**src/rtl/gate_pattern_if.sv**
```systemverilog
// Handshake and stimulus bundle between gate_pattern_sequencer and its consumer.
// GATE_CHECK_EN adds the gate feedback inputs and the error-count outputs.
interface gate_pattern_if;
  logic       start;
  logic       mode;
  logic       a;
  logic       b;
  logic       pattern_valid;
  logic [1:0] pattern_idx;
  logic       busy;
  logic       done;
`ifdef GATE_CHECK_EN
  logic       xor_g;
  logic       and_g;
  logic       not_g;
  logic       buffe_g;
  logic       or_g;
  logic       nand_g;
  logic [7:0] err_count;
  logic       err_flag;

  modport master (
    input  start, mode,
    input  xor_g, and_g, not_g, buffe_g, or_g, nand_g,
    output a, b, pattern_valid, pattern_idx, busy, done,
    output err_count, err_flag
  );
  modport slave (
    output start, mode,
    output xor_g, and_g, not_g, buffe_g, or_g, nand_g,
    input  a, b, pattern_valid, pattern_idx, busy, done,
    input  err_count, err_flag
  );
`else
  modport master (
    input  start, mode,
    output a, b, pattern_valid, pattern_idx, busy, done
  );
  modport slave (
    output start, mode,
    input  a, b, pattern_valid, pattern_idx, busy, done
  );
`endif
endinterface

```
**src/rtl/gate_pattern_sequencer.sv**
```systemverilog
// Sweeps {a,b} through all four patterns (binary or Gray), HOLD_CYCLES each.
// Define GATE_CHECK_EN to add the downstream gate self-check counter.
module gate_pattern_sequencer #(
  parameter int HOLD_CYCLES = 10,
  parameter int NUM_PASSES  = 1,
  parameter int CNT_W       = 8
) (
  input  logic           clk,
  input  logic           rst,
  gate_pattern_if.master bus
);

  localparam int HOLD_EFF = (HOLD_CYCLES == 0) ? 1 : HOLD_CYCLES;
  localparam int PASS_EFF = (NUM_PASSES == 0) ? 1 : NUM_PASSES;
  localparam logic [CNT_W-1:0] HOLD_LAST = CNT_W'(HOLD_EFF - 1);
  localparam logic [CNT_W-1:0] PASS_LAST = CNT_W'(PASS_EFF - 1);

  typedef enum logic [1:0] {
    S_IDLE,
    S_DRIVE,
    S_DONE
  } state_t;

  state_t           r_state, w_state;
  logic [1:0]       r_idx, w_idx;
  logic [CNT_W-1:0] r_hold, w_hold;
  logic [CNT_W-1:0] r_pass, w_pass;
  logic             r_mode, w_mode;
  logic             r_a, w_a;
  logic             r_b, w_b;
  logic             r_valid, w_valid;
  logic             r_busy, w_busy;
  logic             r_done, w_done;
  logic             w_last_hold;
  logic [1:0]       w_pat;

  always_ff @(posedge clk or posedge rst) begin
    if (rst) begin
      r_state <= S_IDLE;
      r_idx   <= '0;
      r_hold  <= '0;
      r_pass  <= '0;
      r_mode  <= 1'b0;
      r_a     <= 1'b0;
      r_b     <= 1'b0;
      r_valid <= 1'b0;
      r_busy  <= 1'b0;
      r_done  <= 1'b0;
    end else begin
      r_state <= w_state;
      r_idx   <= w_idx;
      r_hold  <= w_hold;
      r_pass  <= w_pass;
      r_mode  <= w_mode;
      r_a     <= w_a;
      r_b     <= w_b;
      r_valid <= w_valid;
      r_busy  <= w_busy;
      r_done  <= w_done;
    end
  end

  assign w_last_hold = (r_hold == HOLD_LAST);

  // Outputs are computed one cycle early so they register alongside the state.
  always_comb begin
    w_state = r_state;
    w_idx   = r_idx;
    w_hold  = r_hold;
    w_pass  = r_pass;
    w_mode  = r_mode;
    w_a     = 1'b0;
    w_b     = 1'b0;
    w_valid = 1'b0;
    w_busy  = 1'b0;
    w_done  = 1'b0;
    w_pat   = 2'b00;
    unique case (r_state)
      S_IDLE: begin
        if (bus.start) begin
          w_state = S_DRIVE;
          w_mode  = bus.mode;
          w_idx   = '0;
          w_hold  = '0;
          w_pass  = '0;
          w_valid = 1'b1;
          w_busy  = 1'b1;
        end
      end
      S_DRIVE: begin
        w_valid = 1'b1;
        w_busy  = 1'b1;
        if (w_last_hold) begin
          w_hold = '0;
          w_idx  = r_idx + 2'd1;
          if (r_idx == 2'd3) begin
            if (r_pass == PASS_LAST) begin
              w_state = S_DONE;
              w_valid = 1'b0;
              w_done  = 1'b1;
            end else begin
              w_pass = r_pass + CNT_W'(1);
            end
          end
        end else begin
          w_hold = r_hold + CNT_W'(1);
        end
      end
      S_DONE: begin
        w_state = S_IDLE;
      end
      default: begin
        w_state = S_IDLE;
      end
    endcase
    if (w_valid) begin
      w_pat = w_mode ? (w_idx ^ {1'b0, w_idx[1]}) : w_idx;
      w_a   = w_pat[1];
      w_b   = w_pat[0];
    end
  end

  assign bus.a             = r_a;
  assign bus.b             = r_b;
  assign bus.pattern_valid = r_valid;
  assign bus.pattern_idx   = r_idx;
  assign bus.busy          = r_busy;
  assign bus.done          = r_done;

`ifdef GATE_CHECK_EN
  logic [7:0] r_err;
  logic       w_sample;
  logic       w_gate_bad;

  assign w_sample   = (r_state == S_DRIVE) && w_last_hold;
  assign w_gate_bad = (bus.xor_g   != (r_a ^ r_b))
                    | (bus.and_g   != (r_a & r_b))
                    | (bus.not_g   != ~r_a)
                    | (bus.buffe_g != r_a)
                    | (bus.or_g    != (r_a | r_b))
                    | (bus.nand_g  != ~(r_a & r_b));

  always_ff @(posedge clk or posedge rst) begin
    if (rst) begin
      r_err <= '0;
    end else if ((r_state == S_IDLE) && bus.start) begin
      r_err <= '0;
    end else if (w_sample && w_gate_bad && (r_err != 8'hFF)) begin
      r_err <= r_err + 8'd1;
    end
  end

  assign bus.err_count = r_err;
  assign bus.err_flag  = (r_err != 8'd0);
`endif

endmodule

```
**src/flat_wrapper.sv**
```systemverilog
// flat-port wrapper written by rule: the top's interface ports become plain ports
module gate_pattern_sequencer_flat 
#(
  parameter int HOLD_CYCLES = 10,
  parameter int NUM_PASSES  = 1,
  parameter int CNT_W       = 8
)
  (clk, rst, bus_start, bus_mode, bus_a, bus_b, bus_pattern_valid, bus_pattern_idx, bus_busy, bus_done);
  gate_pattern_if bus_i ();
  input  logic clk;
  input  logic rst;
  input wire logic [$bits(bus_i.start)-1:0] bus_start;
  input wire logic [$bits(bus_i.mode)-1:0] bus_mode;
  output wire logic [$bits(bus_i.a)-1:0] bus_a;
  output wire logic [$bits(bus_i.b)-1:0] bus_b;
  output wire logic [$bits(bus_i.pattern_valid)-1:0] bus_pattern_valid;
  output wire logic [$bits(bus_i.pattern_idx)-1:0] bus_pattern_idx;
  output wire logic [$bits(bus_i.busy)-1:0] bus_busy;
  output wire logic [$bits(bus_i.done)-1:0] bus_done;
  assign bus_i.start = bus_start;
  assign bus_i.mode = bus_mode;
  assign bus_a = bus_i.a;
  assign bus_b = bus_i.b;
  assign bus_pattern_valid = bus_i.pattern_valid;
  assign bus_pattern_idx = bus_i.pattern_idx;
  assign bus_busy = bus_i.busy;
  assign bus_done = bus_i.done;
  gate_pattern_sequencer #(.HOLD_CYCLES(HOLD_CYCLES), .NUM_PASSES(NUM_PASSES), .CNT_W(CNT_W)) u_core (.clk(clk), .rst(rst), .bus(bus_i));
endmodule
```
**config.mk**
```make
export PLATFORM = sky130hd
export DESIGN_NAME = gate_pattern_sequencer_flat
export DESIGN_NICKNAME = d
export VERILOG_FILES = /design/src/rtl/gate_pattern_if.sv /design/src/rtl/gate_pattern_sequencer.sv /design/src/flat_wrapper.sv
export SDC_FILE = /design/constraint.sdc
export NUM_CORES = 1
export LEC_CHECK = 0
export ABC_AREA = 1
export CORE_UTILIZATION = 40
export DETAILED_ROUTE_END_ITERATION = 12
export GPL_TIMING_DRIVEN = 0
export PLACE_DENSITY_LB_ADDON = 0.08
export REMOVE_ABC_BUFFERS = 1
export SYNTH_ARGS = -nofsm -noshare
export SYNTH_HDL_FRONTEND = slang
export SYNTH_SLANG_ARGS = --single-unit
```
**constraint.sdc**
```tcl
create_clock -name clk -period 3 [get_ports clk]
set_clock_uncertainty 0.05 [all_clocks]
set_input_delay 0.3 -clock clk [delete_from_list [all_inputs] [get_ports clk]]
set_output_delay 0.3 -clock clk [all_outputs]
set_load 0.1 [all_outputs]
```
# Word-level counts from Yosys, hierarchy flattened
# Cells that the tools add are included.
[totals] reg_bits=26 latchBits=0 ramBits=0 rom_bits=0 wordCells=58 mem_count=0
[classes] n_addsub=3 multipliers=0 div=0 n_lt_le_gt_ge=0 n_eq_ne=8 shifts=0 mux=30 bitwise=1 reduce_logical=6
[op_table] operator="8-bit 2-to-1 mux" n=5
[op_table] operator="8-bit one-hot mux with 2 select lines" n=2
[op_table] operator="8-bit by 1-bit adder with 8-bit output (second input constant)" n=2
[op_table] operator="2-bit 2-to-1 mux" n=7
[op_table] operator="1-bit 2-to-1 mux" n=12
[op_table] operator="8-bit by 4-bit == test with 1-bit output (second input constant)" n=1
[op_table] operator="8-bit zero test" n=1
[op_table] operator="2-bit one-hot mux with 2 select lines" n=2
[op_table] operator="2-bit by 1-bit != test with 1-bit output (second input constant)" n=3
[op_table] operator="5-bit AND reduction" n=1
[op_table] operator="2-bit != test (second input constant)" n=2
[op_table] operator="1-bit one-hot mux with 2 select lines" n=2
[op_table] operator="4-bit AND reduction" n=1
[op_table] operator="2-bit by 1-bit adder with 2-bit output (second input constant)" n=1
[op_table] operator="2-bit by 1-bit == test with 1-bit output (second input constant)" n=1
[op_table] operator="2-bit == test (second input constant)" n=1
[op_table] operator="2-bit zero test" n=1
[op_table] operator="2-bit AND reduction" n=1
[op_table] operator="2-bit nonzero test" n=1
[op_table] operator="2-bit by 1-bit bitwise XOR with 2-bit output" n=1

# Logic depth before layout (Yosys ltp)
# Gate-level depths: netlist of run 1.
[depth] depth_word=6 ltp_mapped=12

# Least setup slack after synthesis of run 1
# No wires, ideal clock.
[synth_path] path_kind="flip-flop to flip-flop" startpoint="reg u_core.r_idx[0] (netlist: u_core.bus.pattern_idx[0])" endpoint="reg u_core.r_pass[3]" setup_ps=121 arrival_time_ps=1770 slack_ps=1059 stages_incl_launch_ff=8 n_path_buf=0 period_less_slack_ps=1941 path_cell_list="dfrtp_1 > ha_1 > o22ai_4 > nor2_8 > nand3_4 > clkinv_4 > nand2_2 > o21ai_2"
[synth_via] elab_chain_len=3
[synth_rtl] item="start, declared" line_no="gate_pattern_sequencer.sv:25" rtl="logic [1:0] r_idx, w_idx;"
[synth_rtl] item="start signal, assigned" line_no="gate_pattern_sequencer.sv:51" rtl="r_idx <= w_idx;"
[synth_rtl] item="2-bit == test" line_no="gate_pattern_sequencer.sv:96" rtl="if (r_idx == 2'd3) begin"
[synth_rtl] item="2-bit by 1-bit != test with 1-bit output (no line)"
[synth_rtl] item="5-bit AND reduction (no line)"
[synth_rtl] item="end signal, assigned" line_no="gate_pattern_sequencer.sv:53" rtl="r_pass <= w_pass;"
[synth_rtl] item="end, declared" line_no="gate_pattern_sequencer.sv:27" rtl="logic [CNT_W-1:0] r_pass, w_pass;"
# Every way passes these cells.
# A chain may end at the register's enable or synchronous reset.

# Final worst setup path of run 1
[layout_path] startpoint="reg u_core.r_idx[0] (netlist: u_core.bus.pattern_idx[0])" endpoint="out bus_pattern_idx[0]"
[layout_rtl] item="end, declared" line_no="flat_wrapper.sv:17" rtl="output wire logic [$bits(bus_i.pattern_idx)-1:0] bus_pattern_idx;"
# No word-level cell between the ends.

==> results of run 1 <==
[logic make-up after synthesis]
family / after synthesis / synth area share, %
AND/OR/NAND/NOR: 83 / 31.94
flip-flops: 26 / 44.41
buffers and inverters: 22 / 6.831
AO/OA/AOI/OAI: 21 / 8.968
XOR/XNOR: 6 / 3.587
adder cells (fa/ha/maj): 5 / 4.270
[power by group]
part / switching (mW) / internal [mW] / leakage [nW]
sequential: 0.106 / 0.460 / 0.330
combinational: 0.561 / 0.249 / 0.416
clock: 0.104 / 0.0742 / 0.0210
total: 0.771 / 0.783 / 0.767
[path summary, 6_finish.rpt]
| check | start | to | slack, ns | cells after the start |
|---|---|---|---|---|
| max | u_core.bus.pattern_idx[0] | bus_pattern_idx[0] | 0.77 | 1 |
| min reg2reg | u_core.r_mode | u_core.r_mode | 0.47 | 2 |
| max reg2reg | u_core.r_pass[0] | u_core.bus.b | 1.28 | 7 |
| max in group asynchronous | rst | u_core.r_hold[4] | 1.85 | 2 |
| min | rst | u_core.bus.busy | 0.45 | 2 |
| min in group clk | u_core.r_mode | u_core.r_mode | 0.47 | 2 |
[metal layers]
layer | up-vias | wire [um]
met2 | 16 | 1345
met4 | 0 | 19
met5 | - | 0
met3 | 2 | 66
li1 | 558 | -
met1 | 494 | 1300
[area by class of cell]
cell class	instances	area [um^2]
fill	332	1768
multi-input combinational	115	714.4
sequential	26	650.6
timing repair buffer	10	100.1
inverter	21	88.84
tap	46	57.56
clock buffer	4	36.28
[registers in the layout, indices dropped and copies added (netlist names)]
register and flops:
u_core.bus.pattern_valid 1, u_core.r_pass 8, u_core.bus.a 1, u_core.bus.busy 1
u_core.bus.b 1, u_core.r_state 2, u_core.r_hold 8, u_core.bus.done 1
u_core.r_mode 1, u_core.bus.pattern_idx 2
[worst register-to-register path: cells and delay by family, from the launching register on]
| family | cells | cell delay [ns] |
|---|---|---|
| buffers and inverters | 1 | 0.09 |
| AOI/OAI and AO/OA | 2 | 0.45 |
| adders and majority gates | 1 | 0.16 |
| and+or+nand+nor | 3 | 0.41 |
| DFF | 1 | 0.44 |
[through the flow]
stage	util, %	setup WS (ns)
after global placement	47.18	1.141
after floorplan	-	1.059
after detailed placement	47.18	1.147
after CTS	48.24	0.7595
final	48.24	0.7728
after global routing	48.24	0.7008
[synthesized netlist by cell type, types with 4 or more instances]
master   instances
a21oi_1          8
dfrtp_1         26
ha_1             5
inv_1           14
inv_2            4
nand2_1         33
nand2_2          7
nand3_1          9
nand4_1          4
nor2_1          13
nor2_4           4
o21ai_0          4
o21ai_1          4
xor2_1           5
==> metrics.txt, run 1 <==
fin crit share 74.24%; Cells after Synth 163; number of global-route vias before repair 1,122; synthesized area 1465 um^2; Die X 62.52 um; Rows 21; global routing met2 resource utilization 27.17%; critical path class reg2out; Detailed Route WL 2.731 mm; CP top delay family buffers and inverters; Post-synth ARST share 100.0%; layout cells sized above 1 18.18%; CP required 2.65 ns; fin nets 186; die area 3909 um^2; Final ANT Viol Nets 0; crit start category register; post-DP HPWL 2.102 mm; Fin Setup TNS 0 ns; Fmax achieved 0.4490 GHz; GRT Total Usage 15.95%; status finished clean; global-route wire length before repair 4.947 mm; Post-synth EDFFs 0; crit-path max FO 3; Crit path largest cell delay 1.15 ns; CTS tree yes; largest cells by area after synthesis dfrtp_1 44%, nand2_1 8.5%, ha_1 4.3%; Ant. Diodes 0; final setup vio count 0; WL/cell 12.30 um; GP Congestion 0.7486; max-slew violations 0; slowest cell on the critical path clkdlybuf4s50_1; post-CTS setup buffers 0; most frequent cells in the layout 33 x nand2_1, 26 x dfrtp_1, 14 x inv_1, 13 x nor2_1, 10 x clkdlybuf4s50_1; met1 Use GR 21.13%; Worst setup EP type primary output; H-Tree Depth 1; DRC Markers 0; WP data arrival 1.88 ns; total number of yosys warnings 0; IO Pins 11; root buf cell clkbuf_4; DR vias 1,070; Mean Syn Cell Area 8.989 um^2; 1st-pass router iterations 4; Clock Latency Late Sink 0.32 ns; sequential area share after synthesis 44.41%; largest net degree at the start of global routing 27; CTS Buf Count 3; P&R area growth vs syn 12.47%; Power Dens Cells 943.0 nW/um^2; port buffer count 10; Tmin final 2.227 ns; most used routing layer met2; Hold WS 0.4525 ns; Max transition margin 33.63%; final count of hold timing violations 0; commonest non-fill, non-tap cell in the layout nand2_1; CTS Hold Buffers Added 0; Die H 62.52 um; GRT overflow 0; Post-DP Area 1612 um^2; Initial Util 42.89%; CTS max path bufs 2; unrepaired setup endpoints after global routing no; Core ar. 3416 um^2; Worst-Margin Slew 0.9945 ns; fin area 1648 um^2; prevailing post-synth register cell dfrtp_1; initial antenna violation count 0; post-synth top area share 44.41%; Worst Path Buf+Inv 1; Non-Filler Instances 222; Yosys reg bits 26; Max-Cap Viols 0; met3 Use GR 1.642%; Placed Cells 218; vias per cell 4.820; Starting DRT DRC Count 39; count of cell types in the netlist 33; cell accounting for the most synthesized area dfrtp_1; Post-CTS Resized 0; CP cell instances clkdlybuf4s50_1; Leakage 0.7670 nW; Worst VDD drop 508.2 uV; clock transition at the registers of the reported paths 0.14 ns; total power 1.554 mW; Clock Sinks 26; Hold Crit Class in2async
(Power assumes the default switching activity.)
==> inputs of run 2 (changes only) <==
==> constraint.sdc (replaced) <==
create_clock -name clk -period 2 [get_ports clk]
set_clock_uncertainty 0.05 [all_clocks]
set_input_delay 0.2 -clock clk [delete_from_list [all_inputs] [get_ports clk]]
set_output_delay 0.2 -clock clk [all_outputs]
set_load 0.1 [all_outputs]
==> run 2 against run 1 <==
  * Global-route usage is essentially flat
  * First-iteration DRC count did not move
  * Flip-flop and latch count unchanged
==> metrics.txt, run 2 (same netlist as run 1, synthesis figures left out) <==
FF+latch area 650.6 um^2 (unchanged); CTS Buf Count 3 (unchanged); Worst VDD drop 741.9 uV (+46%); multi-input logic area 714.4 um^2 (unchanged); GRT overflow 0 (unchanged); WL/cell 12.28 um (-0.18%); vias per cell 4.820 (unchanged); Die H 62.52 um (unchanged); Post-DP Area 1612 um^2 (unchanged); fin area 1639 um^2 (-0.53%); die area 3909 um^2 (unchanged); CTS max path bufs 2 (unchanged); max-slew violations 0 (unchanged); fin nets 186 (unchanged); WP data arrival 1.59 ns (-0.29 ns); port buffer count 10 (unchanged); final setup vio count 0 (unchanged); CP cell instances dlygate4sd2_1; H-Tree Depth 1 (unchanged); Rows 21 (unchanged); Worst Path Buf+Inv 1 (unchanged); Placed Cells 218 (unchanged); Setup WS pre-CTS 0.2471 ns (-0.9000 ns); IO Pins 11 (unchanged); Detailed Route WL 2.726 mm (-0.18%); DRC Markers 0 (unchanged); GP Congestion 0.7486 (unchanged); Max transition margin 33.66% (about the same); commonest non-fill, non-tap cell in the layout nand2_1; met3 Use GR 1.642% (unchanged); critical path class reg2out; P&R area growth vs syn 11.87%; global-route wire length before repair 4.954 mm (+0.14%); Fin Setup TNS 0 ns (unchanged); Core ar. 3416 um^2 (unchanged); CP required 1.75 ns (-0.90 ns); status finished clean; Hold Crit Class in2async; top flop regs u_core.r_hold (8), u_core.r_pass (8); Clock Sinks 26 (unchanged); Tmin final 1.844 ns; Max-Cap Viols 0 (unchanged); crit-path max FO 3 (unchanged); most used routing layer met2; global routing met2 resource utilization 27.31% (+0.14 points); slowest cell on the critical path dlygate4sd2_1; Power Dens Cells 1402 nW/um^2 (+49%); CTS tree yes; Ant. Diodes 0 (unchanged); Non-Filler Instances 222 (unchanged); unrepaired setup endpoints after global routing no; Die X 62.52 um (unchanged); Leakage 0.7821 nW (+2.0%); layout cells sized above 1 18.18% (unchanged); 1st-pass router iterations 4 (unchanged); Final Util 47.99% (-0.26 points); DR vias 1,070 (unchanged); Hold WS 0.3523 ns (-0.1003 ns); fin crit share 92.21%; Final ANT Viol Nets 0 (unchanged); Worst setup EP type primary output; clock transition at the registers of the reported paths 0.14 ns (about the same); Worst-Margin Slew 0.9940 ns (-0.0004763 ns); Fmax achieved 0.5423 GHz; GRT Total Usage 15.99% (+0.039 points); most frequent cells in the layout 33 x nand2_1, 26 x dfrtp_1, 14 x inv_1, 13 x nor2_1, 9 x nand3_1; total power 2.298 mW (+48%); Filler cells 337 (+1.5%); Starting DRT DRC Count 39 (unchanged); met1 Use GR 21.13% (unchanged); post-DP HPWL 2.102 mm (unchanged); Worst R2R Setup Slack 0.28 ns (-1.00 ns); crit start category register; root buf cell clkbuf_4; Crit path largest cell delay 0.87 ns (-0.28 ns); post-CTS setup buffers 0 (unchanged); number of global-route vias before repair 1,122 (unchanged); fin worst setup slack 0.1559 ns (-0.6169 ns); largest net degree at the start of global routing 27 (unchanged); initial antenna violation count 0 (unchanged); CP top delay family buffers and inverters; Clock Latency Late Sink 0.32 ns (about the same); final count of hold timing violations 0 (unchanged); Initial Util 42.89% (unchanged)
## run 2: cell count changes in the layout (fill, tap and decap cells not counted), sizes merged
cell and change:
clkdlybuf4s50 -7, dlygate4sd2 +7
## run 2: per-layer routing
layer / part of all wire, % / routed length [um]
met4: 0.70 / 19
met1: 48 / 1300
met3: 2.3 / 62
met2: 49 / 1344
met5: 0 / 0
## run 2: layout make-up
| type | instances | area share [%] |
|---|---|---|
| clock buffers | 4 | 2.214 |
| multi-input cells | 115 | 43.59 |
| flip-flops and latches | 26 | 39.69 |
| well taps | 46 | 3.511 |
| inverters | 21 | 5.420 |
| repair buffers | 10 | 5.573 |
## run 2: path summary, 6_finish.rpt
| path | start | to | cells past startpoint |
|---|---|---|---|
| worst max-delay path | u_core.bus.pattern_idx[0] | bus_pattern_idx[0] | 1 |
| worst min-delay path | rst | u_core.bus.busy | 2 |
| worst max register to register | u_core.r_pass[0] | u_core.bus.b | 7 |
| worst min register to register | u_core.r_mode | u_core.r_mode | 2 |
| max in group asynchronous | rst | u_core.r_hold[4] | 2 |
| min in group clk | bus_mode | u_core.r_mode | 3 |
## run 2: repair_timing
item                       CTS  global route
hold buffers                 0             0
setup endpoints to repair    7             0
resized for setup            7             0
## run 2: report_power, final
group          internal (mW)  switching, mW  total (mW)
Combinational          0.343          0.841        1.18
Sequential             0.690          0.157       0.847
Clock                  0.111          0.156       0.267
==> RTL edit 1, RTL diff (config.mk and constraints of run 2) <==
`CNT_W` is set to 8 in 2 places; all go to 6.
--- a/src/rtl/gate_pattern_sequencer.sv
+++ b/src/rtl/gate_pattern_sequencer.sv
@@ -3,7 +3,7 @@
 module gate_pattern_sequencer #(
   parameter int HOLD_CYCLES = 10,
   parameter int NUM_PASSES  = 1,
-  parameter int CNT_W       = 8
+  parameter int CNT_W       = 6
 ) (
   input  logic           clk,
   input  logic           rst,
--- a/src/flat_wrapper.sv
+++ b/src/flat_wrapper.sv
@@ -3,7 +3,7 @@
 #(
   parameter int HOLD_CYCLES = 10,
   parameter int NUM_PASSES  = 1,
-  parameter int CNT_W       = 8
+  parameter int CNT_W       = 6
 )
   (clk, rst, bus_start, bus_mode, bus_a, bus_b, bus_pattern_valid, bus_pattern_idx, bus_busy, bus_done);
   gate_pattern_if bus_i ();
Formal check against the unedited RTL: no difference found for any inputs over 10 cycles, from zero or initial values and one cycle with rst high; that may be too few to reach the edited logic, so the function may still have changed.
==> RTL edit 1 against run 2 <==
  * Critical path type unchanged
  * Final area fell by 19%
  * Area after synthesis fell by 21%
  * Critical endpoint unchanged
  * First-iteration DRC count fell by 36%
  * Setup slack improved by 0.0031 ns
  * Count of clock-buffer cells in the layout fell by 1
  * Sequential cell count fell by 4
  * Final cell count fell by 26%
  * Utilization rose by 0.71 points
  * Routed wire length fell by 26%
Power is not compared: it rests on default switching activity, and its combinational part moved more than twofold at a synthesized area within 25%.
==> RTL edit 1: results <==
metrics = {
    "global_route": {
        "first_global_vias": 843,
        "grt_max_degree": 23,
        "grt_use_total_pct": 15.0,
        "grt_first_pass_wirelength_um": 3610,
    },
    "route": {
        "drc": 0,
        "routedWlPerCell_um": 12.2,
        "drtIter0Drc": 25,
        "viasPerCell": 5.07,
    },
    "layout": {
        "final_cells": 165,
        "nets": 144,
        "fillers": 251,
        "reg.largest.list": "u_core.r_hold (6), u_core.r_pass (6)",
        "drive_gt1_share_pct": 18.7,
    },
    "yosys": {
        "synthArstFlopShare_pct": 100,
        "ys_types": 29,
        "synthTopCellsByArea": "dfrtp_1 (48%), nand2_1 (6.2%), ha_1 (5.4%)",
        "ys_top_cells_by_count": "dfrtp_1 (22), nand2_1 (19), inv_1 (13)",
        "yosysSeqAreaShare_pct": 47.8,
        "ys_warn_count": 0,
        "netlist_instances": 121,
    },
    "setup_path": {
        "critical_path_arrival_ns": 1.59,
        "cp_max_fo": 4,
    },
    "placed_design": {
        "gp_congestion": 0.732,
        "place_inst": 161,
        "dpl.hpwl_um": 1450,
    },
    "clock_tree": {
        "cts_made_buffers": 3,
        "htree_levels": 1,
        "path_clk_slew_ns": 0.14,
        "root_buffer": "clkbuf_4",
    },
    "outcome": {
        "status": "completed",
    },
    "timing": {
        "max-slew-margin-rel_pct": 36.5,
    },
    "power_and_ir_drop": {
        "switching_power_uw": 156,
    },
}
-- RTL edit 1: cell types whose count changed in the layout (fill, tap and decap cells not counted), sizes merged, moves of 2 or more --
cell and delta:
nand2 -18, nor2 -8, a21oi -5, nand3 +5, dfrtp -4, inv -4
nand4 -4, o21ai -3, nor3 -2, o211ai +2, o22ai +2, xor2 -2
-- RTL edit 1: final cells by class --
cell class	count	area [µm²]	share of cell area [%]
inverters	16	62.6	4.70
flip-flops and latches	22	551	41.4
well taps	31	38.8	2.91
repair buffers	10	91.3	6.86
multi-input cells	82	536	40.2
clock inverters	1	30.0	2.26
clock buffers	3	22.5	1.69
-- RTL edit 1: per-stage QoR --
stage / cell area (µm²) / setup slack (ns) / utilization [%]
final: 1330 / 0.159 / 48.7
after global routing: 1330 / 0.0909 / 48.7
after CTS: 1330 / 0.121 / 48.5
after detailed placement: 1280 / 0.166 / 46.9
after global placement: 1280 / 0.176 / 46.9
after floorplan: 1140 / 0.132 / -
-- RTL edit 1: cells by family (layout without fill, tap and decap cells) --
| logic type | Yosys count | after routing | synth area share [%] |
|---|---|---|---|
| compound gates | 17 | 17 | 10.7 |
| xor+xnor | 5 | 5 | 3.81 |
| fa+ha+maj | 5 | 5 | 5.43 |
| buf+inv | 17 | 30 | 6.09 |
| flops | 22 | 22 | 47.8 |
| simple gates | 55 | 55 | 26.2 |
-- RTL edit 1: what timing repair did --
action | in CTS | in global routing
hold buffers | 0 | 0
endpoints found under the setup margin | 7 | 1
cloned | 0 | 0
resized for setup | 7 | 1
pin swaps | 0 | 0
-- RTL edit 1: power by group through the flow --
stage	Clock [µW]	Combinational, µW	Sequential (µW)
2_1_floorplan	0	6.64	453
3_3_place_gp	0	15.4	453
3_5_place_dp	0	15.4	453
4_1_cts	355	15.4	445
5_1_grt	370	17.0	445
6_report	349	14.3	445
-- RTL edit 1: final timing paths --
path / startpoint / end / slack (ns) / cells after the start
min reg2reg: u_core.r_mode / u_core.r_mode / 0.47 / 2
max reg2reg: u_core.r_state[1] / u_core.r_pass[5] / 0.37 / 7
max: u_core.bus.pattern_idx[0] / bus_pattern_idx[0] / 0.16 / 1
max in group asynchronous: rst / u_core.r_pass[2] / 1.10 / 2
min: rst / u_core.r_hold[5] / 0.27 / 2
min in group clk: bus_mode / u_core.r_mode / 0.40 / 3
-- RTL edit 1: routing by layer --
| layer | routed length (µm) | GRT usage, % | vias up |
|---|---|---|---|
| met4 | 16 | 6.43 | 0 |
| met5 | 0 | 0 | - |
| met1 | 977 | 20.2 | 399 |
| met3 | 51 | 2.56 | 2 |
| met2 | 964 | 23.8 | 9 |
| li1 | - | - | 426 |
==> RTL edit 2, RTL diff (settings of run 2) <==
Without the edit above. Encoding of `state_t`: now one-hot (3 bits for 3 states).
--- a/src/rtl/gate_pattern_sequencer.sv
+++ b/src/rtl/gate_pattern_sequencer.sv
@@ -15,10 +15,10 @@
   localparam logic [CNT_W-1:0] HOLD_LAST = CNT_W'(HOLD_EFF - 1);
   localparam logic [CNT_W-1:0] PASS_LAST = CNT_W'(PASS_EFF - 1);
 
-  typedef enum logic [1:0] {
-    S_IDLE,
-    S_DRIVE,
-    S_DONE
+  typedef enum logic [2:0] {
+    S_IDLE  = 3'b001,
+    S_DRIVE = 3'b010,
+    S_DONE  = 3'b100
   } state_t;
 
   state_t           r_state, w_state;
Check against the original RTL: same outputs for any inputs over 10 cycles, from zero or initial values and one cycle with rst high; not proved beyond that.
==> RTL edit 2 against run 2 <==
  * Sequential cell count is 1 higher
  * Final area is 3.5% lower
  * Clock power is 10% lower
  * Die area is 3.0% lower
  * Power is 23% lower
  * Area after synthesis is 3.1% lower
  * Routed wire length is 5.8% lower
  * Count of clock-buffer cells in the layout is 1 lower
  * Setup slack worse by 0.027 ns
  * Largest power group unchanged
==> RTL edit 2: results <==
metrics = {
    "placed_design": {
        "dpl.hpwl_um": 1820,
        "post-place-ws_ns": 0.172,
        "gp_congestion": 0.752,
    },
    "layout": {
        "fillers": 366,
        "drive_gt1_share_pct": 12.8,
        "nets": 189,
        "reg.largest.list": "u_core.r_hold (8), u_core.r_pass (8), u_core.r_state (3)",
    },
    "yosys": {
        "ys_types": 28,
        "ys_top_cells_by_count": "nand2_1 (36), dfrtp_1 (26), inv_1 (22)",
        "yosysSeqAreaShare_pct": 47.7,
        "synthTopCellsByArea": "dfrtp_1 (46%), nand2_1 (9.5%), inv_1 (5.8%)",
    },
    "timing": {
        "max-slew-margin-rel_pct": 29.7,
    },
    "outcome": {
        "status": "completed",
    },
    "route": {
        "viasPerCell": 4.86,
        "firstDrtPassIters": 4,
        "routed_wl_um": 2570,
        "drtIter0Drc": 50,
    },
    "global_route": {
        "grt_first_pass_wirelength_um": 4190,
        "first_global_vias": 986,
        "grt_max_degree": 28,
        "grt_use_total_pct": 15.0,
    },
    "power_and_ir_drop": {
        "switching_power_uw": 828,
        "ir_drop_mv": 0.372,
        "p_leak_uw": 0.000755,
    },
    "setup_path": {
        "cp_max_fo": 4,
        "critical_path_arrival_ns": 1.62,
    },
    "hold_path": {
        "hold_path.class": "input port to asynchronous set/reset pin",
    },
}
==> RTL edit 2: cell count changes in the layout (fill, tap and decap cells not counted), sizes merged, moves of 2 or more <==
cell          run 2  this run
xor2              5         3
nand2            42        39
nor3b             2         0
o22ai             2         4
or2               1         4
inv              20        24
xnor2             1         3
o21ai            10        13
==> RTL edit 2: power groups by stage <==
stage / logic (µW) / clock network [µW] / registers, µW
after floorplan: 484 / 0 / 892
after global placement: 805 / 0 / 731
after global routing: 870 / 270 / 741
after CTS: 805 / 251 / 726
final: 797 / 239 / 724
after detailed placement: 818 / 0 / 738
==> RTL edit 2: cell type report <==
type / instances / area (µm²) / share of cell area, %
Clock buffer: 3 / 22.5 / 1.42
Clock inverter: 1 / 5.00 / 0.316
Inverter: 24 / 90.1 / 5.70
Multi-Input combinational cell: 114 / 638 / 40.3
Sequential cell: 27 / 677 / 42.8
Tap cell: 46 / 57.6 / 3.64
Timing Repair Buffer: 10 / 91.3 / 5.78
==> RTL edit 2: logic make-up (layout without fill, tap and decap cells) <==
logic type               count (synthesis)  in the layout  synth area share (%)
AND/OR/NAND/NOR                         78             78                  25.7
flip-flops                              27             27                  47.7
AO/OA/AOI/OAI                           25             25                  11.1
buffers and inverters                   25             38                  7.40
XOR/XNOR                                 6              6                  3.70
adder cells (fa/ha/maj)                  5              5                  4.41
==> RTL edit 2: final timing paths <==
kind | startpoint | to | slack (ns) | cells past startpoint
worst max-delay path | u_core.bus.pattern_idx[0] | bus_pattern_idx[0] | 0.13 | 1
worst min-delay path | rst | u_core.r_pass[2] | 0.37 | 2
worst max register to register | u_core.r_hold[1] | u_core.bus.a | 0.18 | 9
worst min register to register | u_core.r_mode | u_core.r_mode | 0.48 | 2
max in group asynchronous | rst | u_core.r_hold[0] | 0.91 | 2
min in group clk | bus_mode | u_core.r_mode | 0.39 | 3
==> RTL edit 2: stage by stage <==
step                std cells  cell area (µm²)  utilization [%]
detailed placement        221             1560             46.5
global route              225             1580             47.0
CTS                       225             1580             47.0
finish                    225             1580             47.0
global placement          221             1560             46.5
floorplan                 165             1410                -
==> RTL edit 2: per-layer routing <==
metal	wire length [µm]	share of wire (%)	global-route usage, %	vias up
met5	0	0	0	-
met4	23	0.90	5.08	0
met3	45	1.8	3.15	2
met2	1250	49	25.3	10
met1	1250	48	19.1	522
li1	-	-	-	559
